`src/rtl/reset_enable_responder.sv`:
```
// reset_enable_responder: four-phase enable handshake sequencing a domain reset with quiesce and timeout
module reset_enable_responder #(
  parameter int ASSERT_HOLD     = 4,
  parameter int RELEASE_DELAY   = 3,
  parameter int QUIESCE_TIMEOUT = 64
) (
  input  logic       clock,
  input  logic       reset,
  input  logic       enable_req,
  input  logic       quiesce_ack,
  output logic       enable_ack,
  output logic       domain_reset,
  output logic       quiesce_req,
  output logic       quiesce_timeout,
  output logic [2:0] state
);
  typedef enum logic [1:0] {RESET_HELD, RELEASING, RUNNING, QUIESCING} state_t;
  localparam logic [15:0] HOLD_END = 16'(ASSERT_HOLD);
  localparam logic [15:0] REL_END  = 16'(RELEASE_DELAY - 1);
  localparam logic [15:0] QTO_END  = 16'(QUIESCE_TIMEOUT - 1);
  localparam bit          QTO_ON   = QUIESCE_TIMEOUT != 0;
  state_t      r_state, w_next;
  logic [15:0] r_cnt, w_cnt;
  logic        r_ack, r_dr, r_qr, r_to;
  logic        w_ack, w_to, w_hold_done;
  // next state, counter and acknowledge; outputs are registered from the next state
  always_comb begin
    w_next      = r_state;
    w_cnt       = r_cnt + 16'd1;
    w_ack       = r_ack;
    w_to        = 1'b0;
    w_hold_done = r_cnt == HOLD_END;
    case (r_state)
      RESET_HELD: begin
        w_cnt = w_hold_done ? r_cnt : r_cnt + 16'd1;
        w_ack = w_hold_done ? 1'b0 : r_ack;
        if (w_hold_done && !r_ack && enable_req) w_next = RELEASING;
      end
      RELEASING: begin
        if (!enable_req) w_next = RESET_HELD;
        else if (r_cnt == REL_END) begin
          w_next = RUNNING;
          w_ack  = 1'b1;
        end
      end
      RUNNING: if (!enable_req) w_next = QUIESCING;
      QUIESCING: begin
        w_cnt = QTO_ON ? r_cnt + 16'd1 : r_cnt;
        if (quiesce_ack) w_next = RESET_HELD;
        else if (QTO_ON && r_cnt == QTO_END) begin
          w_next = RESET_HELD;
          w_to   = 1'b1;
        end
      end
      default: w_next = RESET_HELD;
    endcase
    if (w_next != r_state) w_cnt = 16'd0;
  end
  // state, counter and registered outputs
  always_ff @(posedge clock) begin
    if (reset) begin
      r_state <= RESET_HELD;
      r_cnt   <= 16'd0;
      r_ack   <= 1'b0;
      r_dr    <= 1'b1;
      r_qr    <= 1'b0;
      r_to    <= 1'b0;
    end else begin
      r_state <= w_next;
      r_cnt   <= w_cnt;
      r_ack   <= w_ack;
      r_dr    <= w_next == RESET_HELD;
      r_qr    <= w_next == QUIESCING;
      r_to    <= w_to;
    end
  end
  assign enable_ack      = r_ack;
  assign domain_reset    = r_dr;
  assign quiesce_req     = r_qr;
  assign quiesce_timeout = r_to;
  assign state           = {1'b0, r_state};
endmodule

```
`config.mk`:
```
export PLATFORM = sky130hd
export DESIGN_NAME = reset_enable_responder
export DESIGN_NICKNAME = d
export VERILOG_FILES = /design/src/rtl/reset_enable_responder.sv
export SDC_FILE = /design/constraint.sdc
export NUM_CORES = 1
export LEC_CHECK = 0
export ABC_CLOCK_PERIOD_IN_PS = 4200
export BUFFER_PORTS_ARGS = -buffer_cell sky130_fd_sc_hd__buf_2
export CORE_ASPECT_RATIO = 1.4
export CORE_UTILIZATION = 60
export CTS_CLUSTER_DIAMETER = 40
export DETAILED_ROUTE_END_ITERATION = 8
export HOLD_SLACK_MARGIN = 0.03
export PLACE_DENSITY = 0.89
export SLEW_MARGIN = 20
export SYNTH_ARGS = -nofsm -noshare
export SYNTH_HDL_FRONTEND = slang
export SYNTH_SLANG_ARGS = --single-unit
```
`constraint.sdc`:
```
create_clock -name clock -period 4.2 [get_ports clock]
set_input_delay 0 -clock clock [delete_from_list [all_inputs] [get_ports clock]]
set_output_delay 0 -clock clock [all_outputs]
set_load 0.02 [all_outputs]
```
Word-level counts from Yosys, hierarchy flattened
Cells that the tools add are included.
- bits in registers: 22
- bits in latches: 0
- bits in writable memories: 0
- ROM bits: 0
- input bits: 4
- output and inout port bits: 7
- word-level logic and storage cells: 43
- memories: 0
- add/sub/neg operators: 1
- multiply operators: 0
- divide/modulo/power cells: 0
- $lt $le $gt $ge: 0
- equal/unequal tests: 12
- shift-type cells: 0
- multiplexer cells: 14
- bitwise operators: 1
- reduce and logical (&&, ||, !) cells: 9
- operators by type and width (operator ; count):
    $mux W16 ; 2
    $add A16 B1 Y16 const B ; 1
    $eq A16 B2 Y1 const B ; 1
    $eq A16 B3 Y1 const B ; 1
    $eq A16 B6 Y1 const B ; 1
    $mux W2 ; 6
    $ne A2 B2 Y1 const B ; 4
    $pmux W2 S4 ; 1
    $eq A2 B2 Y1 const B ; 3
    $logic_not A2 Y1 ; 2
    $mux W1 ; 4
    $reduce_and A4 Y1 ; 1
    $reduce_or A3 Y1 ; 1
    $eq A2 B1 Y1 const B ; 1
    $logic_and A1 B1 Y1 ; 2
    $ne A2 B2 Y1 ; 1
    $pmux W1 S2 ; 1
    $reduce_bool A2 Y1 ; 1
    $reduce_or A2 Y1 ; 1
    $logic_not A1 Y1 ; 1
    $not A1 Y1 ; 1

Depth between registers and ports, before layout
Gate-level depths: netlist of the first run.
- depth after elaboration: 7
- gate-level depth with buffers: 8
- depth with buffers taken out: 7

Least setup slack after synthesis of the first run
Ideal clock, no wire load.
- path type: register -> register
- start: register r_cnt[0]
- end: register r_cnt[0]
- setup time: 0.115 ns
- arrival: 2.011 ns
- data required time: 4.085 ns
- path slack: 2.074 ns
- stages on the path, launching flop included: 9
- path buffers: 1
- period minus slack after synthesis: 2.126 ns
- cell sequence: dfxtp_1 inv_1 ha_1 or4b_2 nor4_2 nor3_1 o32ai_4 buf_6 nor2_1
- longest elaborated chain between the ends: 7
- elaborated cells between the ends (all ways): 17
- RTL lines (item ; line ; text):
    start, declared ; 23 ; logic [15:0] r_cnt, w_cnt;
    start signal, assigned ; 70 ; r_cnt <= w_cnt;
    $eq A16 B3 Y1 ; 32 ; w_hold_done = r_cnt == HOLD_END;
    $logic_and A1 B1 Y1 (2 in a row) ; 37 ; if (w_hold_done && !r_ack && enable_req) w_next = RELEASING;
    $mux W2 ; 37 ;
    $pmux W2 S4 ; 33 ; case (r_state)
    $ne A2 B2 Y1 ; 57 ; if (w_next != r_state) w_cnt = 16'd0;
    $reduce_or A2 Y1 (no source line) ; -- ;
Several ways; a longest one is shown, not always the timed one. The select of a mux whose other input is x is not followed.
A chain may end at the register's enable or synchronous reset.

Final worst setup path of the first run
- start: register r_cnt[0]
- end: register r_cnt[14]
Same word-level chain as after synthesis.

==> flow_summary.toml, run 1 <==
[grt]
grt-ovfl-total = 0
track_usage = 0.237
largest_net_degree_at_the_start_of_global_routing = 17
grt_antenna_before_repair = 0
grt_pass1_vias = 834
grt_pass1_wl_mm = 3.39

[yosys]
synth_common_cells = "sky130_fd_sc_hd__nor2_1 (25), sky130_fd_sc_hd__dfxtp_1 (22), sky130_fd_sc_hd__nand2_1 (14)"
synth_top_area_cells = "sky130_fd_sc_hd__dfxtp_1 (39%), sky130_fd_sc_hd__nor2_1 (8.4%), sky130_fd_sc_hd__xnor2_1 (5.5%)"
syn-mean-instance-area_um2 = 8.64
yosys.area.top_type = "sky130_fd_sc_hd__dfxtp_1"
synth_net_count = 137
async_set_reset_flop_share_out_of_synthesis = 0
synth_top_area_share = 0.392
post-synth-top-count-cell = "sky130_fd_sc_hd__nor2_1"
synth_area_in_simple_gates = 0.325
synthXorXnorAreaFrac = 0.101
synth.cell_area_um2 = 1120
yosys_cell_types = 34
synth_top_family_by_area = "simple AND/OR/NAND/NOR gates"
synth_edf_count = 0
synthCells = 130
synth-compound-area-share = 0.0924
synthAdderAreaFrac = 0.0334
synthMuxAreaShare = 0.00891
ys_dominant_reg_cell = "sky130_fd_sc_hd__dfxtp_1"
synth_seq_cells = 22
yosysSeqAreaShare = 0.392
yosys_warnings = 0

[cts]
path_clk_slew_ps = 110
post_cts.repair.setup_buffers = 0
htree_num_levels = 1
cts_tree = "built"
clock-root-buffer = "sky130_fd_sc_hd__clkbuf_4"
cts_buffers = 3
clk_latency_ps = 300
cts_num_sinks = 22
postCtsResizedCells = 0
ctsLongestPathBuffers = 2

[critical_path]
cp.arrival_ps = 2670
cpMaxStageDelayCell = "sky130_fd_sc_hd__or4b_2"
worstSetupStartpointType = "flop"
rr_worst_depth = 7
regToRegEndpoint = "r_cnt[14]"
slowest_delay_ps = 610
worst_path_fanout_max = 16
required_ps = 4370
timing.reg2reg.setup_slack_ps = 1700
timing_worst_setup_path_type = "reg2reg"
timing.critical_path.cells = "inv_1, ha_1, or4b_2, nor4_2, nor3_1, o32ai_4, nor2_1"
worstSetupEndpointType = "flop"
critical_path.reg2reg.startpoint = "r_cnt[0]"

[drt]
first_pass_iters = 4
drcViolationCount = 0
postRouteAntennaNets = 0
per_cell_via_count_in_the_routed_design = 5.71
drt-wirelength-per-cell_um = 13.3
routed_wirelength_mm = 2.14
num_vias = 919
first_iter_violations = 14

[cells_and_area]
postLayoutCoreUtil = 0.687
antenna-diode-count = 0
proportion_of_layout_cells_with_a_drive_suffix_above_1 = 0.170
syn_to_final_growth_pct = 7.46
num-nets-final = 150

[hold_path]
whs_path_depth = 4
hold_path_startpoint = "quiesce_ack"
hold_class = "in2reg"
timing.hold.worst_endpoint = "quiesce_timeout"

[timing]
max_slew_violation_total_from_the_final_report = 0
timing.final.setup_violations = 0
final_min_period_over_clock_period = 0.595
actual_slew_at_the_worst_max_slew_pin_ps = 622
fmax_ghz = 0.400
setup_tns_ps = 0
fin_crit_ps = 2500
hold_violations = 0
headroom_to_the_max_slew_limit = 0.585
clock_skew_ps = 9.91
rsz0062_at_grt = "no"

[power_and_ir_drop]
power_density_nw_per_um2 = 365
peakVddDrop_mv = 0.233
total_leakage_power_nw = 0.499

[floorplanning]
row_count = 18
pin_count = 11
die_area_um2 = 2050
chipWidth_um = 38.6
initial_utilization = 0.640
core_region_area_um2 = 1760
die_h_um = 53.2

[placed_design]
globalplace.congestion = 0.817
place_hpwl_mm = 1.61
buffer_ports.inserted = 9

[flow_run]
maxCapViolations = 0

[status]
run_status = "completed"
==> timing repair <==
item	CTS	global route
hold buffers	1	0
setup endpoints to repair	0	0
hold endpoints to repair	2	0
==> how the worst max path moves through the flow <==
stage,startpoint,slack (ps),cells after the start,to
4_1_cts,r_cnt[0],1700,7,r_cnt[14]
3_5_place_dp,r_cnt[0],1720,7,r_cnt[12]
6_report,r_cnt[0],1700,7,r_cnt[14]
2_1_floorplan,r_cnt[0],2070,8,r_cnt[0]
5_1_grt,r_cnt[0],1520,7,r_cnt[14]
3_3_place_gp,r_cnt[0],1870,7,r_cnt[2]
==> sequential cells by signal, indices dropped and copies added (netlist names) <==
| signal | cells |
|---|---|
| domain_reset | 1 |
| r_state | 2 |
| quiesce_timeout | 1 |
| quiesce_req | 1 |
| r_cnt | 16 |
| enable_ack | 1 |
==> kinds of logic (layout without fill, tap and decap cells) <==
kind of cell / after synthesis / after routing
AO/OA/AOI/OAI: 12 / 12
XOR/XNOR: 13 / 13
adder cells (fa/ha/maj): 3 / 3
buffers and inverters: 10 / 21
flip-flops: 22 / 22
multiplexers: 1 / 1
other: 1 / 1
AND/OR/NAND/NOR: 68 / 68
==> cell type report <==
class | instances | area [um^2]
fillers | 142 | 549
repair buffers | 10 | 55.1
flip-flops and latches | 22 | 440
inverters | 8 | 30.0
multi-input cells | 98 | 634
clock buffers | 3 | 22.5
well taps | 20 | 25.0
==> worst max-delay path: cells and delay by family, from the launching register on <==
| kind | cells | cell delay, ps |
|---|---|---|
| and+or+nand+nor | 4 | 1130 |
| buffers and inverters | 1 | 100 |
| adders and majority gates | 1 | 160 |
| AOI/OAI and AO/OA | 1 | 600 |
| DFF | 1 | 370 |
==> per-stage QoR <==
stage / setup slack, ps / power, mW / instance area, um^2 / cells / hold WS (ps)
after floorplan: 2070 / 0.332 / 1120 / 130 / 78.7
after global placement: 1870 / 0.344 / 1170 / 157 / 251
after detailed placement: 1720 / 0.354 / 1170 / 157 / 252
after CTS: 1700 / 0.445 / 1210 / 161 / 162
after global routing: 1520 / 0.471 / 1210 / 161 / 162
final: 1700 / 0.441 / 1210 / 161 / 163
==> layer usage <==
layer,up-vias,part of all wire,global-route usage
met5,-,0,0
li1,461,-,-
met3,5,0.028,0.0378
met4,0,0.019,0.103
met1,433,0.39,0.236
met2,20,0.56,0.453
==> cells in the final DEF, fill, tap and decap left out <==
cell type	netlist	final
sky130_fd_sc_hd__nor2_1	25	25
sky130_fd_sc_hd__dfxtp_1	22	22
sky130_fd_sc_hd__nand2_1	14	14
sky130_fd_sc_hd__buf_2	0	9
sky130_fd_sc_hd__inv_1	8	8
sky130_fd_sc_hd__xnor2_1	7	7
sky130_fd_sc_hd__xor2_1	6	6
sky130_fd_sc_hd__nand3_1	5	5
sky130_fd_sc_hd__nor3_1	4	4
sky130_fd_sc_hd__a21oi_1	3	3
sky130_fd_sc_hd__a31oi_1	3	3
sky130_fd_sc_hd__and3_1	3	3
sky130_fd_sc_hd__ha_1	3	3
sky130_fd_sc_hd__clkbuf_4	0	3
sky130_fd_sc_hd__or4_4	2	2
sky130_fd_sc_hd__or3_1	2	2
sky130_fd_sc_hd__and2b_2	2	2
sky130_fd_sc_hd__or3b_2	2	2
sky130_fd_sc_hd__nand4_1	2	2
sky130_fd_sc_hd__or4b_2	1	1
sky130_fd_sc_hd__nor4_2	1	1
sky130_fd_sc_hd__nor4_4	1	1
sky130_fd_sc_hd__and2b_1	1	1
sky130_fd_sc_hd__o32ai_4	1	1
sky130_fd_sc_hd__mux2i_1	1	1
sky130_fd_sc_hd__a21o_2	1	1
sky130_fd_sc_hd__nor4_1	1	1
sky130_fd_sc_hd__nor2b_1	1	1
sky130_fd_sc_hd__o2bb2ai_1	1	1
sky130_fd_sc_hd__a211oi_1	1	1
sky130_fd_sc_hd__nor4b_1	1	1
sky130_fd_sc_hd__a211o_2	1	1
sky130_fd_sc_hd__a21boi_0	1	1
sky130_fd_sc_hd__conb_1	1	1
sky130_fd_sc_hd__dlygate4sd3_1	0	1
==> where the power goes <==
group	internal (mW)	switching [mW]
registers	0.224	0.0219
logic	0.0445	0.0593
clock network	0.0335	0.0572
total	0.302	0.138
No activity file was read; power rests on OpenSTA's default activity.
==> run 2, diff against run 1 <==
--- a/config.mk
+++ b/config.mk
@@ -5,14 +5,15 @@
 export SDC_FILE = /design/constraint.sdc
 export NUM_CORES = 1
 export LEC_CHECK = 0
-export ABC_CLOCK_PERIOD_IN_PS = 4200
+export ABC_AREA = 1
+export ABC_CLOCK_PERIOD_IN_PS = 2400
 export BUFFER_PORTS_ARGS = -buffer_cell sky130_fd_sc_hd__buf_2
 export CORE_ASPECT_RATIO = 1.4
-export CORE_UTILIZATION = 60
+export CORE_UTILIZATION = 57
 export CTS_CLUSTER_DIAMETER = 40
 export DETAILED_ROUTE_END_ITERATION = 8
 export HOLD_SLACK_MARGIN = 0.03
-export PLACE_DENSITY = 0.89
+export PLACE_DENSITY = 0.85
 export SLEW_MARGIN = 20
 export SYNTH_ARGS = -nofsm -noshare
 export SYNTH_HDL_FRONTEND = slang
==> constraint.sdc (replaced) <==
create_clock -name clock -period 2.4 [get_ports clock]
set_input_delay 0 -clock clock [delete_from_list [all_inputs] [get_ports clock]]
set_output_delay 0 -clock clock [all_outputs]
set_load 0.02 [all_outputs]
==> flow_summary.toml, run 2 <==
[cells_and_area]
leading_cell_type_in_the_layout_fill_and_taps_excluded = "sky130_fd_sc_hd__inv_1"
max_ffs_per_register = 16
regMostFlops = "r_cnt"
fill_cells = 182
num-nets-final = 186
reg_top3 = "r_cnt (16), r_state (2)"
area.sequential_um2 = 440
syn_to_final_growth_pct = 11.4
layout.cells.most_common_list = "sky130_fd_sc_hd__inv_1 (31), sky130_fd_sc_hd__nand2_1 (26), sky130_fd_sc_hd__nor2_1 (23), sky130_fd_sc_hd__dfxtp_1 (22), sky130_fd_sc_hd__xor2_1 (11)"
postLayoutCellArea_um2 = 1320
antenna-diode-count = 0
multiInputGateArea_um2 = 609
proportion_of_layout_cells_with_a_drive_suffix_above_1 = 0.169

[critical_path]
worst_path_fanout_max = 4
cpMaxStageDelayCell = "sky130_fd_sc_hd__dlygate4sd3_1"
slowest_delay_ps = 590
timing_worst_setup_path_type = "reg2reg"
timing.critical_path.cells = "ha_1, nand3_1, nor2_1, nand2_1, nor4_1, dlygate4sd3_1"
cp.arrival_ps = 2130
worstSetupStartpointType = "flop"
required_ps = 2670
worstSetupEndpointType = "flop"

[grt]
grt_pass1_vias = 860
largest_net_degree_at_the_start_of_global_routing = 17
grt_pass1_wl_mm = 3.48
grt-ovfl-total = 0
grt_antenna_before_repair = 0
track_usage = 0.219

[floorplanning]
chipWidth_um = 40.6
row_count = 19
die_area_um2 = 2270
pin_count = 11
die_h_um = 56.0
core_region_area_um2 = 1970
initial_utilization = 0.602

[drt]
per_cell_via_count_in_the_routed_design = 4.95
first_iter_violations = 23
drcViolationCount = 0
drt-wirelength-per-cell_um = 10.7
first_pass_iters = 4
postRouteAntennaNets = 0
num_vias = 986
routed_wirelength_mm = 2.13

[cts]
cts_num_sinks = 22
htree_num_levels = 1
ctsLongestPathBuffers = 2
clock-root-buffer = "sky130_fd_sc_hd__clkbuf_4"
path_clk_slew_ps = 120
cts_tree = "built"
post_cts.repair.setup_buffers = 0
cts_buffers = 3
clk_latency_ps = 310

[timing]
fin_crit_ps = 1860
timing.final.setup_violations = 0
rsz0062_at_grt = "no"
clock_skew_ps = 6.30
fmax_ghz = 0.537
max_slew_violation_total_from_the_final_report = 0
final_min_period_over_clock_period = 0.776
hold_violations = 0
setup_tns_ps = 0

[placed_design]
place_hpwl_mm = 1.63
dpl-instance-area_um2 = 1240
buffer_ports.inserted = 9
globalplace.congestion = 0.928

[yosys]
synth_common_cells = "sky130_fd_sc_hd__inv_1 (31), sky130_fd_sc_hd__nand2_1 (26), sky130_fd_sc_hd__nor2_1 (23)"
synth_top_area_cells = "sky130_fd_sc_hd__dfxtp_1 (37%), sky130_fd_sc_hd__inv_1 (9.8%), sky130_fd_sc_hd__nand2_1 (8.2%)"
async_set_reset_flop_share_out_of_synthesis = 0
synth_net_count = 171
yosys_warnings = 0
post-synth-top-count-cell = "sky130_fd_sc_hd__inv_1"
syn-mean-instance-area_um2 = 7.25
yosys.area.top_type = "sky130_fd_sc_hd__dfxtp_1"
ys_dominant_reg_cell = "sky130_fd_sc_hd__dfxtp_1"
synthCells = 164
synth.cell_area_um2 = 1190
yosysSeqAreaShare = 0.371
synth_top_area_share = 0.371
yosys_cell_types = 25
synth_seq_cells = 22
synth_edf_count = 0

[power_and_ir_drop]
peakVddDrop_mv = 0.741
total_leakage_power_nw = 0.571
power.total_mw = 1.09
power_density_nw_per_um2 = 825

[hold_path]
hold_class = "in2reg"

[flow_run]
maxCapViolations = 0

[status]
run_status = "completed"
[run 2: cell types whose count changed after synthesis, moves of 3 or more]
cell,previous run,this run
sky130_fd_sc_hd__xor2_1,6,11
sky130_fd_sc_hd__inv_1,8,31
sky130_fd_sc_hd__xnor2_1,7,2
sky130_fd_sc_hd__nor3_1,4,8
sky130_fd_sc_hd__o21ai_0,0,3
sky130_fd_sc_hd__nand2_1,14,26
sky130_fd_sc_hd__nor2_2,0,9
[run 2: power breakdown]
group          internal [mW]  total [mW]  leakage (nW)  switching, mW
clock network          0.169       0.280        0.0279          0.111
logic                  0.122       0.361         0.365          0.239
registers              0.410       0.451         0.178         0.0411
[run 2: cell families (layout without fill, tap and decap cells)]
kind of cell	Yosys count	in the layout	share of synthesized area
adder cells (fa/ha/maj)	3	3	0.0316
AO/OA/AOI/OAI	6	6	0.0284
XOR/XNOR	13	13	0.0958
other	1	1	0.00315
AND/OR/NAND/NOR	85	85	0.354
flip-flops	22	22	0.371
buffers and inverters	34	48	0.117
[run 2: final cells by class]
type / instances / area share
tap: 21 / 0.0198
inverter: 32 / 0.0907
clock buffer: 3 / 0.0170
timing repair buffer: 12 / 0.0567
multi-input combinational: 108 / 0.460
clock inverter: 1 / 0.0227
sequential: 22 / 0.333
[run 2: critical path: cells and delay by family (launching register included)]
kind                       cells  cell delay, ps
adders and majority gates      1             210
buffers and inverters          1             590
DFF                            1             410
and+or+nand+nor                4             600
[run 2: metal layers]
| metal | vias to the layer above | GRT usage | part of all wire |
|---|---|---|---|
| met5 | - | 0 | 0 |
| met4 | 0 | 0.133 | 0.035 |
| met3 | 7 | 0.0280 | 0.014 |
| met2 | 10 | 0.356 | 0.53 |
| met1 | 444 | 0.252 | 0.42 |
| li1 | 525 | - | - |
[run 2: repair_timing]
item	in CTS	in global routing
hold buffers	3	0
gates resized for setup	0	0
hold endpoints to repair	3	0
[run 2: worst paths after layout]
check / cells past startpoint / startpoint / to / slack (ps)
setup / recovery: 6 / r_cnt[0] / quiesce_timeout / 540
hold / removal: 5 / enable_req / enable_ack / 150
setup reg to reg: 6 / r_cnt[0] / quiesce_timeout / 540
hold reg to reg: 2 / enable_ack / enable_ack / 490
[run 2: metrics by stage]
step / util / instances / worst slack, ps / hold WS, ps
floorplan: - / 164 / 842 / 78.1
global placement: 0.629 / 192 / 784 / 195
global route: 0.671 / 199 / 389 / 205
CTS: 0.671 / 199 / 574 / 132
detailed placement: 0.629 / 192 / 650 / 196
finish: 0.671 / 199 / 538 / 154
==> run 3, diff against run 2 <==
--- a/config.mk
+++ b/config.mk
@@ -6,14 +6,14 @@
 export NUM_CORES = 1
 export LEC_CHECK = 0
 export ABC_AREA = 1
-export ABC_CLOCK_PERIOD_IN_PS = 2400
+export ABC_CLOCK_PERIOD_IN_PS = 1600
 export BUFFER_PORTS_ARGS = -buffer_cell sky130_fd_sc_hd__buf_2
 export CORE_ASPECT_RATIO = 1.4
-export CORE_UTILIZATION = 57
+export CORE_UTILIZATION = 51
 export CTS_CLUSTER_DIAMETER = 40
 export DETAILED_ROUTE_END_ITERATION = 8
 export HOLD_SLACK_MARGIN = 0.03
-export PLACE_DENSITY = 0.85
+export PLACE_DENSITY = 0.81
 export SLEW_MARGIN = 20
 export SYNTH_ARGS = -nofsm -noshare
 export SYNTH_HDL_FRONTEND = slang
==> constraint.sdc (replaced) <==
create_clock -name clock -period 1.6 [get_ports clock]
set_input_delay 0 -clock clock [delete_from_list [all_inputs] [get_ports clock]]
set_output_delay 0 -clock clock [all_outputs]
set_load 0.02 [all_outputs]
==> flow_summary.toml, run 3 (synthesized netlist as in run 2, its figures left out) <==
[status]
run_status = "completed"

[cts]
cts_tree = "built"
clock-root-buffer = "sky130_fd_sc_hd__clkbuf_4"
htree_num_levels = 1
clk_latency_ps = 300
ctsLongestPathBuffers = 2
cts_buffers = 3
path_clk_slew_ps = 110
cts_num_sinks = 22

[critical_path]
worstSetupEndpointType = "flop"
required_ps = 1800
timing_worst_setup_path_type = "reg2reg"
worst_path_fanout_max = 8
worstSetupStartpointType = "flop"
cp.arrival_ps = 1800
rr_worst_depth = 8

[grt]
grt_antenna_before_repair = 0
largest_net_degree_at_the_start_of_global_routing = 12
grt-ovfl-total = 0
track_usage = 0.197
grt_pass1_wl_mm = 3.83
grt_pass1_vias = 968

[drt]
routed_wirelength_mm = 2.56
per_cell_via_count_in_the_routed_design = 5.24
postRouteAntennaNets = 0
drcViolationCount = 0
num_vias = 1090
drt-wirelength-per-cell_um = 12.3
first_iter_violations = 40
first_pass_iters = 4

[floorplanning]
pin_count = 11
die_area_um2 = 2530
chipWidth_um = 42.8
initial_utilization = 0.546
core_region_area_um2 = 2180
row_count = 20
die_h_um = 59.1

[placed_design]
globalplace.congestion = 0.911
place_hpwl_mm = 1.59
buffer_ports.inserted = 9
dp_cells = 196
dpl_worst_slack_ps = -58.4

[timing]
fmax_ghz = 0.626
rsz0062_at_grt = "yes"
clock_skew_ps = 1.41
max_slew_violation_total_from_the_final_report = 0
timing.final.setup_violations = 0
final_min_period_over_clock_period = 0.999
hold_violations = 0
postLayoutSetupSlackWorst_ps = 1.62
fin_crit_ps = 1600

[power_and_ir_drop]
total_leakage_power_nw = 0.604
power_density_nw_per_um2 = 1150
peakVddDrop_mv = 0.767

[flow_run]
maxCapViolations = 0

[cells_and_area]
leading_cell_type_in_the_layout_fill_and_taps_excluded = "sky130_fd_sc_hd__inv_1"
layout.cells.most_common_list = "sky130_fd_sc_hd__inv_1 (29), sky130_fd_sc_hd__nand2_1 (24), sky130_fd_sc_hd__dfxtp_1 (17), sky130_fd_sc_hd__nor2_1 (16), sky130_fd_sc_hd__nor2_2 (15)"
num-nets-final = 195
regMostFlops = "r_cnt"
antenna-diode-count = 0
syn_to_final_growth_pct = 22.5
max_ffs_per_register = 16
final_non_filler_cell_total = 208
reg_top3 = "r_cnt (16), r_state (2)"
proportion_of_layout_cells_with_a_drive_suffix_above_1 = 0.323

[hold_path]
hold_class = "in2reg"
whs_path_depth = 5
-- run 3: changes by cell type in the layout (fill, tap and decap cells not counted), sizes merged --
cell	previous run	this run
nand3	9	10
dlygate4sd3	3	2
buf	9	18
bufinv	1	0
-- run 3: worst paths after layout --
path | start | slack, ps | endpoint
max | r_cnt[0] | 2 | r_cnt[15]
min | enable_req | 170 | enable_ack
max reg2reg | r_cnt[0] | 2 | r_cnt[15]
min reg2reg | enable_ack | 480 | enable_ack
-- run 3: where the power goes --
part | total, mW | switching (mW) | internal [mW]
Clock | 0.240 | 0.152 | 0.0878
Sequential | 0.701 | 0.0780 | 0.623
Combinational | 0.734 | 0.466 | 0.268
-- run 3: per-layer routing --
| metal | part of all wire | vias up | GRT usage |
|---|---|---|---|
| li1 | - | 545 | - |
| met5 | 0 | - | 0 |
| met3 | 0.025 | 7 | 0.0305 |
| met4 | 0.021 | 0 | 0.0804 |
| met1 | 0.39 | 514 | 0.237 |
| met2 | 0.56 | 24 | 0.346 |
-- run 3: cell type report --
type	instances	area (um^2)
fillers	175	721
multi-input cells	109	702
flip-flops and latches	22	449
repair buffers	20	133
inverters	32	123
well taps	22	27.5
clock buffers	3	22.5
-- run 3: worst max-delay path: stages, from the launching register on --
cell                      delay [ps]
sky130_fd_sc_hd__dfxtp_4         390
sky130_fd_sc_hd__ha_4            150
sky130_fd_sc_hd__nand3_4          90
sky130_fd_sc_hd__nor2_4          120
sky130_fd_sc_hd__nand2_2          70
sky130_fd_sc_hd__nand2_2         100
sky130_fd_sc_hd__nand4_1         230
sky130_fd_sc_hd__nand3_4         270
sky130_fd_sc_hd__nor2_1           70
-- run 3: per-stage QoR --
step	utilization	setup TNS (ps)	area (um^2)	hold slack (ps)	power, mW
2_1_floorplan	-	0	1190	78.1	1.14
3_3_place_gp	0.581	0	1260	195	1.23
3_5_place_dp	0.581	-645	1260	190	1.24
4_1_cts	0.617	0	1340	151	1.56
5_1_grt	0.669	-1220	1460	176	1.78
6_report	0.669	0	1460	170	1.68
-- run 3: timing repair --
action                     4_1_cts  5_1_grt
hold buffers                     2        0
pin swaps                        3       13
setup endpoints to repair       16       16
resized for setup                3       25
setup buffers                    2        4
hold endpoints to repair         2        0
cloned                           1        0
